--- config.mk ---
export PLATFORM = sky130hd
export DESIGN_NAME = tri_bus_arbiter_flat
export DESIGN_NICKNAME = d
export VERILOG_FILES = /design/src/rtl/tri_bus_pkg.sv /design/src/rtl/tri_bus_if.sv /design/src/rtl/tri_bus_arbiter.sv /design/src/flat_wrapper.sv
export SDC_FILE = /design/constraint.sdc
export NUM_CORES = 1
export LEC_CHECK = 0
export CORE_MARGIN = 2
export CORE_UTILIZATION = 44
export DETAILED_ROUTE_END_ITERATION = 12
export GPL_TIMING_DRIVEN = 0
export PLACE_DENSITY = 0.72
export SLEW_MARGIN = 20
export SYNTH_ARGS = -nofsm -noshare
export SYNTH_HDL_FRONTEND = slang
export SYNTH_SLANG_ARGS = --single-unit
export TNS_END_PERCENT = 50
--- constraint.sdc ---
create_clock -name clk -period 2.16 [get_ports clk]
set_input_delay 0.648 -clock clk [delete_from_list [all_inputs] [get_ports clk]]
set_output_delay 0.648 -clock clk [all_outputs]
set_load 0.05 [all_outputs]
--- src/rtl/tri_bus_pkg.sv ---
// Shared types and helpers for the tristate pad-bus arbiter: FSM states,
// direction encoding and the round-robin search.
package tri_bus_pkg;
  typedef enum logic [1:0] {IDLE, TURN, XFER} state_e;

  localparam logic DIR_DRIVE  = 1'b1;
  localparam logic DIR_SAMPLE = 1'b0;

  localparam int RR_MAX = 32;
  localparam int RR_IW  = 5;

  // First set request strictly after ptr, wrapping mod n; returns ptr if none.
  // Scanning from the far end lets the nearest candidate win the last write.
  function automatic int rr_pick(input logic [RR_MAX-1:0] req, input int ptr, input int n);
    int p;
    int cand;
    p = ptr;
    for (int k = RR_MAX; k >= 1; k--) begin
      if (k <= n) begin
        cand = (ptr + k) % n;
        if (req[cand[RR_IW-1:0]]) p = cand;
      end
    end
    return p;
  endfunction
endpackage

--- src/rtl/tri_bus_if.sv ---
// Requester/pad-side bundle of the tristate bus arbiter.
interface tri_bus_if #(
  parameter int WIDTH = 2,
  parameter int NREQ  = 2
);
  logic [NREQ-1:0]       req;
  logic [NREQ-1:0]       we;
  logic [NREQ*WIDTH-1:0] wdata;
  logic [NREQ-1:0]       ack;
  logic [WIDTH-1:0]      rdata;
  logic                  busy;
  logic [WIDTH-1:0]      io_out;
  logic                  io_oe;
  logic [WIDTH-1:0]      io_in;

  modport master (output req, we, wdata, io_in,
                  input  ack, rdata, busy, io_out, io_oe);
  modport slave  (input  req, we, wdata, io_in,
                  output ack, rdata, busy, io_out, io_oe);
endinterface

--- src/rtl/tri_bus_arbiter.sv ---
// Round-robin arbiter sharing one tristate pad bus, with turnaround dead cycles
// on direction change. Define TRI_BUS_PARK_EN to keep the bus driven after writes.
module tri_bus_arbiter
  import tri_bus_pkg::*;
#(
  parameter int WIDTH    = 2,
  parameter int NREQ     = 2,
  parameter int TURN_CYC = 1
) (
  input  logic      clk,
  input  logic      rst_n,
  tri_bus_if.slave  bus
);
  localparam int IW = (NREQ > 1) ? $clog2(NREQ) : 1;
  localparam int CW = (TURN_CYC > 0) ? $clog2(TURN_CYC + 1) : 1;
  localparam logic [CW-1:0] CNT_INIT = CW'((TURN_CYC > 0) ? TURN_CYC - 1 : 0);

  state_e                     state, state_nx;
  logic [IW-1:0]              rr_ptr, idx_q, idx_nx, pick;
  logic                       dir_q, dir_nx, last_dir;
  logic [WIDTH-1:0]           wd_q, wd_nx, out_nx;
  logic [CW-1:0]              cnt, cnt_nx;
  logic                       oe_nx;
  logic [NREQ-1:0]            ack_nx;
  logic [NREQ-1:0][WIDTH-1:0] wd_lane;

  assign wd_lane = bus.wdata;
  assign pick    = IW'(rr_pick(RR_MAX'(bus.req), 32'(rr_ptr), NREQ));

  always_ff @(posedge clk or negedge rst_n)
    if (!rst_n) state <= IDLE;
    else        state <= state_nx;

  always_comb begin
    state_nx = state;
    idx_nx   = idx_q;
    dir_nx   = dir_q;
    wd_nx    = wd_q;
    cnt_nx   = cnt;
    unique case (state)
      IDLE: if (bus.ack == '0 && |bus.req) begin
        idx_nx = pick;
        dir_nx = bus.we[pick];
        wd_nx  = wd_lane[pick];
        if (TURN_CYC > 0 && dir_nx != last_dir) begin
          state_nx = TURN;
          cnt_nx   = CNT_INIT;
        end else begin
          state_nx = XFER;
        end
      end
      TURN: if (cnt == '0) state_nx = XFER;
            else           cnt_nx   = cnt - CW'(1);
      XFER: state_nx = IDLE;
      default: state_nx = IDLE;
    endcase

    // Pad controls are decided from the next state so they are registered.
`ifdef TRI_BUS_PARK_EN
    oe_nx = bus.io_oe;
`else
    oe_nx = 1'b0;
`endif
    out_nx = bus.io_out;
    if (state_nx == TURN) oe_nx = 1'b0;
    if (state_nx == XFER && state != XFER) begin
      oe_nx = dir_nx;
      if (dir_nx == DIR_DRIVE) out_nx = wd_nx;
    end

    ack_nx = '0;
    if (state == XFER) ack_nx[idx_q] = 1'b1;
  end

  always_ff @(posedge clk or negedge rst_n)
    if (!rst_n) begin
      rr_ptr     <= IW'(NREQ - 1);
      idx_q      <= '0;
      dir_q      <= DIR_SAMPLE;
      wd_q       <= '0;
      cnt        <= '0;
      last_dir   <= DIR_SAMPLE;
      bus.io_oe  <= 1'b0;
      bus.io_out <= '0;
      bus.ack    <= '0;
      bus.rdata  <= '0;
      bus.busy   <= 1'b0;
    end else begin
      idx_q      <= idx_nx;
      dir_q      <= dir_nx;
      wd_q       <= wd_nx;
      cnt        <= cnt_nx;
      if (state == IDLE && state_nx != IDLE) rr_ptr <= idx_nx;
      if (state == XFER) begin
        last_dir <= dir_q;
        if (dir_q == DIR_SAMPLE) bus.rdata <= bus.io_in;
      end
      bus.io_oe  <= oe_nx;
      bus.io_out <= out_nx;
      bus.ack    <= ack_nx;
      bus.busy   <= (state_nx != IDLE);
    end
endmodule

--- src/flat_wrapper.sv ---
// flat-port wrapper written by rule: the top's interface ports become plain ports
module tri_bus_arbiter_flat import tri_bus_pkg::*;
#(
  parameter int WIDTH    = 2,
  parameter int NREQ     = 2,
  parameter int TURN_CYC = 1
)
  (clk, rst_n, bus_req, bus_we, bus_wdata, bus_io_in, bus_ack, bus_rdata, bus_busy, bus_io_out, bus_io_oe);
  tri_bus_if #(.WIDTH(WIDTH), .NREQ(NREQ)) bus_i ();
  input  logic clk;
  input  logic rst_n;
  input wire logic [$bits(bus_i.req)-1:0] bus_req;
  input wire logic [$bits(bus_i.we)-1:0] bus_we;
  input wire logic [$bits(bus_i.wdata)-1:0] bus_wdata;
  input wire logic [$bits(bus_i.io_in)-1:0] bus_io_in;
  output wire logic [$bits(bus_i.ack)-1:0] bus_ack;
  output wire logic [$bits(bus_i.rdata)-1:0] bus_rdata;
  output wire logic [$bits(bus_i.busy)-1:0] bus_busy;
  output wire logic [$bits(bus_i.io_out)-1:0] bus_io_out;
  output wire logic [$bits(bus_i.io_oe)-1:0] bus_io_oe;
  assign bus_i.req = bus_req;
  assign bus_i.we = bus_we;
  assign bus_i.wdata = bus_wdata;
  assign bus_i.io_in = bus_io_in;
  assign bus_ack = bus_i.ack;
  assign bus_rdata = bus_i.rdata;
  assign bus_busy = bus_i.busy;
  assign bus_io_out = bus_i.io_out;
  assign bus_io_oe = bus_i.io_oe;
  tri_bus_arbiter #(.WIDTH(WIDTH), .NREQ(NREQ), .TURN_CYC(TURN_CYC)) u_core (.clk(clk), .rst_n(rst_n), .bus(bus_i));
endmodule
==> Implementation_results.wiki <==
{| class="wikitable"
! Metric !! Value
|-
| Initial core utilization || 46.3%
|-
| Critical Path Start || u_core.bus.ack[1]
|-
| Final setup vio count || 0
|-
| R2R Path Start || u_core.rr_ptr
|-
| Total count of hold-check failures in the final report || 0
|-
| Element type at the critical path start || flip-flop
|-
| M1 GR Usage || 19.5%
|-
| Met2 GRT Util || between 20% and 30%
|-
| Cts bufs inserted || 3
|-
| Number of global-route vias before repair || 520
|-
| CTS Root Buffer Type || clkbuf_4
|-
| Required time at the worst-slack endpoint || 1510 ps
|-
| Switching part of the total || 42.7%
|-
| Cell with the largest stage delay on the worst path || clkdlybuf4s50_1
|-
| Tcrit/Tclk final || between 90% and 100%
|-
| Number of clock sinks seen by CTS || 16
|-
| Clock latency on the worst-skew pair || around 290 ps
|-
| CP cell instances || clkdlybuf4s50_1
|-
| CTS tree || done
|-
| Arrival time reported for the critical path endpoint || approximately 1500 ps
|-
| Max Cap Violations || 0
|-
| Origin of the worst min-delay path || u_core.idx_q
|-
| Clock skew || about 3.4 ps
|-
| Switching power of the nets || a little under 0.7 mW
|-
| Total of flip-flops plus latches after synthesis || 16
|-
| Antenna violations before repair || 0
|-
| Clock transition at the registers of the reported paths || ~90 ps
|-
| Post-synthesis cell type with the largest combined area || dfrtp_1
|-
| Detail-routed via count per cell || around 5.2
|-
| Period minus WS final || roughly 2100 ps
|-
| Sum of negative setup slack || 0 ps
|-
| Worst min-delay path category || flip-flop to flip-flop
|-
| WL final || between 1000 and 1500 um
|-
| Power share of the clock group || 12.5%
|-
| Syn nets || a little under 70
|-
| Worst Setup End Kind || primary output
|-
| Worst supply voltage drop on vdd || 0.886 mV
|-
| Synth-to-layout area growth || 42.8%
|-
| DRC violations left || 0
|-
| Diodes inserted || 0
|-
| Detailed placement HPWL || approximately 900 um
|-
| Horiz. Die Dim || ~43 um
|-
| Iter 0 DRT Violations || 1
|-
| Crit path buf inv count || 1
|-
| Largest driver fanout on the critical path || 3
|-
| Largest stage delay on the critical path || 800 ps
|-
| Worst slew margin || a little over half
|-
| PnR worst setup slack || roughly 47 ps
|-
| Total power consumption of the routed design || around 1.6 mW
|-
| Tightest Pin Transition || roughly 700 ps
|-
| Proportion of layout cells with a drive suffix above 1 || 26.3%
|-
| Total of buffers placed on input and output ports || 19
|-
| Crit Path Category || flip-flop to primary output
|-
| Internal cell power || approximately 0.9 mW
|-
| Die height || 43.3 um
|-
| GP Congestion || ~0.67
|-
| Post-synth top area share || between 50% and 60%
|-
| Count of unique library cells instantiated by Yosys || 21
|-
| H-tree depth || 1
|-
| RSZ-0062 raised after global routing || no
|-
| Vias after detailed routing || approximately 500
|-
| Num rows || 14
|-
| Number of iterations in the first detailed-routing pass || 2
|-
| Cell types with the largest area share after synthesis || dfrtp_1, mux2_2, nor2_1
|-
| Bufs on Longest Clock Path || 2
|-
| Combinational Power Share || 53.8%
|-
| Post-Synthesis Cell Area || 681 um2
|-
| Power density relative to cell area || roughly 1600 nW/um2
|-
| Met3 track utilization from global routing || under 10%
|-
| Mean instance size in the synthesized netlist || between 10 and 15 um2
|-
| Total GRT Usage || ~16%
|-
| Run status || finished clean
|-
| Post-placement worst setup slack || -492 ps
|-
| Boundary Pins || 20
|-
| Total overflow reported by the global router || 0
|-
| Final antenna-violating net count || 0
|-
| Number of nets in the final layout || 93
|-
| Maximum operating frequency || around 470 MHz
|-
| Sequential cell fraction of total power || between 30% and 40%
|-
| Max Transition Viols Final || 0
|-
| CORE AREA || roughly 1500 um2
|-
| Leakage || about 0.47 nW
|-
| WHS || 450 ps
|-
| Routed wire length per instance || about 13 um
|-
| Crit-path leading delay family || buffers and inverters
|-
| Global-route layer with the greatest usage || met2
|-
| Warnings from Yosys || 0
|-
| Global-route wire length before repair || 2210 um
|-
| Number of cells produced by synthesis || 56
|-
| Overall die area || 1880 um2
|-
| Share of the yosys chip area belonging to registers || slightly below 60%
|-
| Largest net degree at the start of global routing || 17
|}
## power by group through the flow
stage	Combinational (mW)	Sequential, mW	Clock [mW]
2_1_floorplan	0.339	0.766	0
3_3_place_gp	0.794	0.531	0
3_5_place_dp	0.807	0.538	0
4_1_cts	0.839	0.540	0.204
5_1_grt	0.919	0.558	0.212
6_report	0.856	0.538	0.199
## synthesized netlist by cell type
cell       n
o21ai_2    2
o21ai_0    2
buf_6      1
nand2_1    3
mux2_2     6
mux2_4     1
nor2_1     8
and3_1     1
a41oi_1    1
nand2b_1   2
mux2i_1    2
or4b_1     1
dfstp_2    1
inv_1      3
or2b_1     1
a21oi_2    1
xor2_1     1
nor2_2     2
a21oi_1    1
dfrtp_1   15
nor3_1     1
## metrics by stage
stage,instances,util (%),cell area [um2]
CTS,95,64.8,953
floorplan,56,-,681
global placement,91,60.5,891
finish,96,66.1,972
global route,96,66.1,972
detailed placement,91,60.5,891
## layout make-up
type                       instances  area, um2
sequential                        16        402
timing repair buffer              20        205
buffer                             1       11.3
tap                               16       20.0
multi-input combinational         36        287
inverter                           3       11.3
fill                             131        499
clock buffer                       4       36.3
## cells in the final DEF, fill, tap and decap left out
master	n
mux2_4	1
a41oi_4	1
xor2_1	1
nand2b_1	2
dlymetal6s2s_1	3
dfrtp_1	15
o21ai_0	2
buf_4	1
mux2_2	6
o21ai_2	2
inv_1	3
clkbuf_8	1
nor3_1	1
a21oi_1	1
mux2i_1	2
or4b_4	1
nor2_1	8
nor2_2	2
or2b_1	1
buf_6	1
dfstp_2	1
and3_1	1
clkbuf_4	3
nand2_1	3
clkdlybuf4s50_1	16
a21oi_4	1
## registers in the layout, indices dropped and copies added, names as in the netlist
register / count
u_core.bus.ack: 2
u_core.state: 2
u_core.bus.io_oe: 1
u_core.idx_q: 1
u_core.last_dir: 1
u_core.rr_ptr: 1
u_core.bus.busy: 1
u_core.wd_q: 2
u_core.dir_q: 1
u_core.bus.io_out: 2
u_core.bus.rdata: 2
## repair_timing
action,CTS,global route
gates resized for setup,3,4
setup buffers,0,1
setup endpoints to repair,2,3
pin swaps,0,1
hold buffers,0,0
## routing by layer
metal,wire length [um],share of wire [%]
met1,510,42
met4,19,1.5
met2,641,52
met3,56,4.6
met5,0,0
## path summary, 6_finish.rpt
path / endpoint / slack (ps) / depth (start not counted)
worst max register to register: u_core.bus.io_out[0] / 350 / 5
max in group asynchronous: u_core.idx_q / 950 / 1
worst min-delay path: u_core.bus.ack[0] / 450 / 1
worst max-delay path: bus_ack[1] / 50 / 1
worst min register to register: u_core.bus.ack[0] / 450 / 1
min in group asynchronous: u_core.bus.busy / 770 / 1
## logic make-up after synthesis
family / share of synthesized area, %
AOI/OAI and AO/OA: 7.35
xor gates and xnor gates: 1.29
buffers and inverters: 3.31
DFF: 59.0
muxes: 15.1
and+or+nand+nor: 14.0
Power figures use the tool's default switching activity.
